--- src/rtl/riscv_pipe_pkg.sv ---
// Shared definitions for the RV32I pipeline MEM stage: bundle field offsets,
// load/store width encodings and the load-lane extension helper.
package riscv_pipe_pkg;

  localparam int DMEM_WORDS_DEF = 64;

  localparam int EXMEM_W     = 45;
  localparam int EX_RD_LSB   = 0;
  localparam int EX_F3_LSB   = 5;
  localparam int EX_REGWRITE = 8;
  localparam int EX_MEMTOREG = 9;
  localparam int EX_MEMREAD  = 10;
  localparam int EX_MEMWRITE = 11;
  localparam int EX_BRANCH   = 12;

  localparam int MEMWB_W     = 7;
  localparam int MB_RD_LSB   = 0;
  localparam int MB_REGWRITE = 5;
  localparam int MB_MEMTOREG = 6;

  localparam logic [2:0] F3_B  = 3'b000;
  localparam logic [2:0] F3_H  = 3'b001;
  localparam logic [2:0] F3_W  = 3'b010;
  localparam logic [2:0] F3_BU = 3'b100;
  localparam logic [2:0] F3_HU = 3'b101;

  typedef enum logic [1:0] {
    ACC_NONE,
    ACC_LOAD,
    ACC_STORE
  } acc_e;

  // Pick the addressed byte/half out of a little-endian word and extend it.
  function automatic logic [31:0] load_extend(input logic [31:0] word,
                                              input logic [2:0]  f3,
                                              input logic [1:0]  lane);
    logic [7:0]  sel_b;
    logic [15:0] sel_h;
    sel_b = word[{lane, 3'b000} +: 8];
    sel_h = lane[1] ? word[31:16] : word[15:0];
    case (f3)
      F3_B:    return {{24{sel_b[7]}}, sel_b};
      F3_BU:   return {24'h0, sel_b};
      F3_H:    return {{16{sel_h[15]}}, sel_h};
      F3_HU:   return {16'h0, sel_h};
      F3_W:    return word;
      default: return 32'h0;
    endcase
  endfunction

endpackage

--- src/rtl/data_memory.sv ---
// Byte-lane data memory: one 8-bit array per lane so each lane maps onto a
// block RAM with its own write enable; read data is registered.
module data_memory
  import riscv_pipe_pkg::*;
#(
  parameter int DMEM_WORDS = DMEM_WORDS_DEF,
  parameter int WORD_AW    = $clog2(DMEM_WORDS)
) (
  input  logic               clk,
  input  logic [3:0]         i_be,
  input  logic [WORD_AW-1:0] i_addr,
  input  logic [31:0]        i_wdata,
  output logic [31:0]        o_rdata
);

  for (genvar gi = 0; gi < 4; gi++) begin : g_lane
    logic [7:0] r_mem [DMEM_WORDS];
    logic [7:0] r_rdata;

    always_ff @(posedge clk) begin
      if (i_be[gi]) begin
        r_mem[i_addr] <= i_wdata[8*gi +: 8];
      end
      r_rdata <= r_mem[i_addr];
    end

    assign o_rdata[8*gi +: 8] = r_rdata;
  end

endmodule

--- src/rtl/memory_access.sv ---
// MEM stage: data memory loads/stores, branch resolution, misalignment fault
// capture and the MEM/WB pipeline register.
module memory_access
  import riscv_pipe_pkg::*;
#(
  parameter int DMEM_WORDS = DMEM_WORDS_DEF,
  parameter int ADDR_LSB_W = 8
) (
  input  logic                 clk,
  input  logic                 rst,
  input  logic [EXMEM_W-1:0]   EXMEM,
  input  logic [31:0]          ALUresult,
  input  logic [31:0]          WRITE_DATA,
  input  logic                 Zero,
  input  logic [7:0]           PCBranch_EXMEM,
  output logic                 PCSrc,
  output logic [7:0]           PCBranch_out,
  output logic [MEMWB_W-1:0]   MEMWB,
  output logic [31:0]          MEMWB_read_data,
  output logic [31:0]          MEMWB_alu,
  output logic                 mem_fault,
  output logic [31:0]          fault_addr
);

  localparam int WORD_AW = $clog2(DMEM_WORDS);
  localparam int BYTE_AW = WORD_AW + 2;
  localparam logic [31:0] ADDR_MASK = (ADDR_LSB_W >= 32) ? 32'hFFFF_FFFF
                                    : 32'((64'd1 << ADDR_LSB_W) - 64'd1);

  logic [4:0]         w_rd;
  logic [2:0]         w_f3;
  logic               w_regwrite, w_memtoreg, w_memread, w_memwrite, w_branch;
  logic [31:0]        w_addr_masked;
  logic [BYTE_AW-1:0] w_byte_addr;
  logic [1:0]         w_lane;
  logic [WORD_AW-1:0] w_word_idx;
  acc_e               w_acc;
  logic               w_misaligned;
  logic               w_ld_ok;
  logic [3:0]         w_be;
  logic [3:0]         w_be_gated;
  logic [31:0]        w_wdata;
  logic [31:0]        w_rd_word;
  logic               w_unused_bits;

  logic [MEMWB_W-1:0] r_memwb;
  logic [31:0]        r_alu;
  logic               r_ld_valid;
  logic [2:0]         r_ld_f3;
  logic [1:0]         r_ld_lane;
  logic               r_fault;
  logic [31:0]        r_fault_addr;

  assign w_rd       = EXMEM[EX_RD_LSB +: 5];
  assign w_f3       = EXMEM[EX_F3_LSB +: 3];
  assign w_regwrite = EXMEM[EX_REGWRITE];
  assign w_memtoreg = EXMEM[EX_MEMTOREG];
  assign w_memread  = EXMEM[EX_MEMREAD];
  assign w_memwrite = EXMEM[EX_MEMWRITE];
  assign w_branch   = EXMEM[EX_BRANCH];

  assign w_addr_masked = ALUresult & ADDR_MASK;
  assign w_byte_addr   = w_addr_masked[BYTE_AW-1:0];
  assign w_lane        = w_byte_addr[1:0];
  assign w_word_idx    = w_byte_addr[BYTE_AW-1:2];

  assign w_unused_bits = ^{EXMEM[EXMEM_W-1:EX_BRANCH+1], w_addr_masked[31:BYTE_AW]};

  assign PCSrc        = w_branch & Zero;
  assign PCBranch_out = PCBranch_EXMEM;

  // A store wins over a simultaneous load; the read result is then dropped.
  always_comb begin
    w_acc        = ACC_NONE;
    w_misaligned = 1'b0;
    w_ld_ok      = 1'b0;
    w_be         = 4'b0000;
    w_wdata      = 32'h0;
    if (w_memwrite) begin
      w_acc = ACC_STORE;
    end else if (w_memread) begin
      w_acc = ACC_LOAD;
    end
    case (w_acc)
      ACC_STORE: begin
        case (w_f3)
          F3_B: begin
            w_wdata = {4{WRITE_DATA[7:0]}};
            w_be    = 4'(4'b0001 << w_lane);
          end
          F3_H: begin
            w_wdata = {2{WRITE_DATA[15:0]}};
            if (w_lane[0]) w_misaligned = 1'b1;
            else           w_be = w_lane[1] ? 4'b1100 : 4'b0011;
          end
          F3_W: begin
            w_wdata = WRITE_DATA;
            if (w_lane != 2'b00) w_misaligned = 1'b1;
            else                 w_be = 4'b1111;
          end
          default: ;
        endcase
      end
      ACC_LOAD: begin
        case (w_f3)
          F3_B, F3_BU: w_ld_ok = 1'b1;
          F3_H, F3_HU: begin
            if (w_lane[0]) w_misaligned = 1'b1;
            else           w_ld_ok = 1'b1;
          end
          F3_W: begin
            if (w_lane != 2'b00) w_misaligned = 1'b1;
            else                 w_ld_ok = 1'b1;
          end
          default: ;
        endcase
      end
      default: ;
    endcase
  end

  // Blocking the write while rst is high keeps a store caught by reset out of memory.
  assign w_be_gated = rst ? 4'b0000 : w_be;

  data_memory #(
    .DMEM_WORDS (DMEM_WORDS),
    .WORD_AW    (WORD_AW)
  ) u_dmem (
    .clk     (clk),
    .i_be    (w_be_gated),
    .i_addr  (w_word_idx),
    .i_wdata (w_wdata),
    .o_rdata (w_rd_word)
  );

  always_ff @(posedge clk or posedge rst) begin
    if (rst) begin
      r_memwb      <= '0;
      r_alu        <= 32'h0;
      r_ld_valid   <= 1'b0;
      r_ld_f3      <= 3'b000;
      r_ld_lane    <= 2'b00;
      r_fault      <= 1'b0;
      r_fault_addr <= 32'h0;
    end else begin
      r_memwb    <= {w_memtoreg, w_regwrite, w_rd};
      r_alu      <= ALUresult;
      r_ld_valid <= w_ld_ok;
      r_ld_f3    <= w_f3;
      r_ld_lane  <= w_lane;
      if (w_misaligned && !r_fault) begin
        r_fault      <= 1'b1;
        r_fault_addr <= ALUresult;
      end
    end
  end

  // Lane select runs on the registered RAM word, so it is ready one edge after the load.
  assign MEMWB_read_data = r_ld_valid ? load_extend(w_rd_word, r_ld_f3, r_ld_lane) : 32'h0;
  assign MEMWB           = r_memwb;
  assign MEMWB_alu       = r_alu;
  assign mem_fault       = r_fault;
  assign fault_addr      = r_fault_addr;

endmodule

--- config.mk ---
export PLATFORM = sky130hd
export DESIGN_NAME = memory_access
export DESIGN_NICKNAME = d
export VERILOG_FILES = /design/src/rtl/riscv_pipe_pkg.sv /design/src/rtl/data_memory.sv /design/src/rtl/memory_access.sv
export SDC_FILE = /design/constraint.sdc
export NUM_CORES = 2
export LEC_CHECK = 0
export ABC_AREA = 0
export BUFFER_PORTS_ARGS = -buffer_cell sky130_fd_sc_hd__buf_2
export CORE_MARGIN = 2
export CORE_UTILIZATION = 25
export DETAILED_ROUTE_END_ITERATION = 6
export PLACE_DENSITY_LB_ADDON = 0.2
export SYNTH_ARGS = -nofsm -noshare
export SYNTH_HDL_FRONTEND = slang
export SYNTH_SLANG_ARGS = --single-unit
--- constraint.sdc ---
create_clock -name clk -period 3.9 [get_ports clk]
set_input_delay 0.78 -clock clk [delete_from_list [all_inputs] [get_ports clk]]
set_output_delay 0.78 -clock clk [all_outputs]
set_load 0.005 [all_outputs]
==> flow_summary.json <==
{
  "outcome": "complete, no violations",
  "cts_tree": "built",
  "ant_nets": 0,
  "grt_start_max_net_pins": 76,
  "htree_levels": 4,
  "power_switching_w": 0.0115,
  "gr-total-overflow": 0,
  "synth_top_area_share_pct": 73.9,
  "clk_pin_slew_ns": 0.06,
  "die_x_um": 581,
  "drv_slew": 0,
  "period_minus_slack_ns": 3.80,
  "power_frac_seq_pct": 51.4,
  "dieHeight_um": 581,
  "rsz0062_at_grt": "no",
  "grt_usage_pct": 17.6,
  "setup_viol": 0,
  "antenna_found_initial": 18,
  "clock_path_buffers": 3,
  "slowest_stage": "dfrtp_1",
  "vias_per_cell": 4.96,
  "dp_cells": 9757,
  "critPathKind": "reg2out",
  "die_area_um2": 338000,
  "fin_area_um2": 101000,
  "port-buffer-count": 184,
  "hold_path_class": "in2reg",
  "fin_setup_tns_ns": 0,
  "cellLeakagePower_nw": 28.8,
  "max_freq_mhz": 264,
  "dr.pass1.iters": 6,
  "pwr_density_cell_nw_per_um2": 494,
  "drive_gt1_share_pct": 24.2,
  "synth_area_per_cell_um2": 16.6,
  "nFillCells": 32563,
  "synth_warnings": 0,
  "hold_viol": 0,
  "clk_latency_ns": 0.89,
  "timing.critical_path.buf_inv": 3,
  "synthToLayoutAreaGrowth_pct": 21.6,
  "final_core_util_pct": 30.6,
  "clock-sinks": 2156,
  "ys_seq_elements": 2156,
  "stdcell_count": 10207,
  "wirelength_um": 305000,
  "syn_nets": 5120,
  "avgRoutedWirePerCell_um": 29.9,
  "cts_root_buf": "clkbuf_16",
  "crit_arrival_ns": 3.02,
  "synth_commonest_cells": "edfxtp_1, nor2_1, a221oi_1",
  "initial_core_util_pct": 25.2,
  "syn_area_um2": 83200,
  "finalCritPeriodShare_pct": 97.3,
  "cp_max_fo": 18,
  "clkPwrFrac_pct": 42.3,
  "post-route-drc-count": 0,
  "pre_cts_ws_ns": 0.142,
  "ir_drop_v": 0.000512,
  "post-cts-setup-buffers": 0,
  "finalNetCount": 5769,
  "startpoint_type": "flip-flop",
  "design.core.area_um2": 331000,
  "max_slew_margin_pct": 15.8,
  "vias": 50621,
  "maxCapViolations": 0,
  "place_hpwl_um": 201000,
  "synth_area_leaders": "edfxtp_1, a221oi_1, nor2_1",
  "end_kind": "output pin",
  "worstPathCellList": "inv_1, nor3_2, buf_4, a21o_1, a22oi_1, a21oi_1, buf_2",
  "cpLargestDelayFamily": "compound AO/OA/AOI/OAI gates",
  "required_ns": 3.12,
  "async_flop_share_pct": 3.53,
  "synth_edf_count": 2048,
  "drt_iter0_markers": 5637,
  "synth.most_common_cell": "edfxtp_1",
  "io_pins": 233,
  "swShare_pct": 23.0,
  "fin_skew_ns": 0.0316,
  "seq_area_frac_synth_pct": 76.9,
  "gp_congestion": 0.829,
  "combPwrFrac_pct": 6.3,
  "ys_types": 58,
  "tightest_slew_ns": 1.26,
  "grt_pass1_vias": 50075,
  "yosys.area.top_type": "edfxtp_1",
  "cts_inserted_buffers": 228,
  "dpl_cell_area_um2": 93600,
  "setup_ws_ns": 0.105,
  "synthCells": 5000,
  "intPower_w": 0.0385,
  "grt_pass1_wl_um": 418000,
  "fp-row-count": 211,
  "synthFlopType": "edfxtp_1",
  "slowest_delay_ns": 0.47
}
-- per-layer routing --
layer | global-route usage (%) | wire length, um | vias up
li1 | - | - | 21539
met1 | 24.1 | 133000 | 26834
met2 | 28.3 | 142000 | 1898
met3 | 2.97 | 20300 | 348
met4 | 5.57 | 9630 | 2
met5 | 0 | 18 | -
-- logic make-up (layout without fill, tap and decap cells) --
group	after synthesis	after routing	synth area share [%]
flip-flops	2156	2156	76.9
AO/OA/AOI/OAI	1221	1221	10.8
AND/OR/NAND/NOR	826	826	4.24
multiplexers	402	402	5.80
buffers and inverters	394	1231	2.21
XOR/XNOR	1	1	0.0105
other	0	4	0
-- through the flow --
step	hold WS (ns)	power [W]
after floorplan	0.482	0.0276
final	0.0763	0.0500
after global placement	0.485	0.0293
after CTS	0.00354	0.0505
after global routing	0.0349	0.0515
after detailed placement	0.490	0.0293
-- power groups by stage --
stage	sequential [W]	clock [W]	combinational [W]
finish	0.0257	0.0212	0.00316
global route	0.0257	0.0225	0.00334
CTS	0.0257	0.0216	0.00317
detailed placement	0.0262	0	0.00314
global placement	0.0261	0	0.00313
floorplan	0.0260	0	0.00154
-- placed cells by master, fill, tap and decap left out, types with 126 or more instances in the layout --
| cell type | netlist | routed |
|---|---|---|
| clkbuf_16 | 0 | 232 |
| a221oi_1 | 396 | 396 |
| a22oi_1 | 224 | 224 |
| nor2_1 | 542 | 508 |
| o21ai_0 | 131 | 131 |
| nand2_1 | 127 | 126 |
| mux2i_1 | 191 | 191 |
| a21oi_1 | 194 | 182 |
| mux2_2 | 163 | 163 |
| buf_2 | 133 | 181 |
| edfxtp_1 | 2048 | 2048 |
| buf_4 | 34 | 519 |
-- sequential cells by signal (all words and copies together) (netlist names) --
name	count
u_dmem.g_lane.r_rdata	32
MEMWB_alu	31
r_ld_f3	3
r_ld_valid	1
MEMWB	7
u_dmem.g_lane.r_mem	2048
r_ld_lane	1
mem_fault	1
fault_addr	32
-- worst reg2reg max path, cell delays in order (launching register included) --
cell and delay (ns):
edfxtp_1 0.36, mux4_2 0.47, a22o_1 0.26, a211oi_1 0.82
nand4b_1 0.19
-- timing repair --
action,CTS,global route
gates resized for setup,16,2
setup endpoints to repair,16,2
hold buffers,28,0
endpoints found under the hold margin,35,0
-- cell type report --
class | count | area (um^2) | share of cell area [%]
Multi-Input combinational cell | 2450 | 17800 | 17.6
Inverter | 8 | 43.8 | 0.0433
Clock buffer | 317 | 6280 | 6.21
Sequential cell | 2156 | 64000 | 63.3
Clock inverter | 101 | 960 | 0.948
Antenna cell | 4 | 10.0 | 0.00989
Timing Repair Buffer | 805 | 6610 | 6.53
Tap cell | 4366 | 5460 | 5.40
-- worst paths after layout --
path | start | endpoint | slack, ns | cells after the start
max in group asynchronous | rst | MEMWB_alu[3] | 1.94 | 5
min in group asynchronous | rst | r_ld_f3[1] | 0.62 | 4
setup reg to reg | u_dmem.g_lane[0].r_mem[47][3] | u_dmem.g_lane[0].r_rdata[3] | 1.64 | 4
hold reg to reg | fault_addr[11] | fault_addr[11] | 0.50 | 1
hold / removal | ALUresult[21] | MEMWB_alu[21] | 0.08 | 1
setup / recovery | r_ld_f3[1] | MEMWB_read_data[5] | 0.10 | 7
No activity file was read; power rests on OpenSTA's default activity.
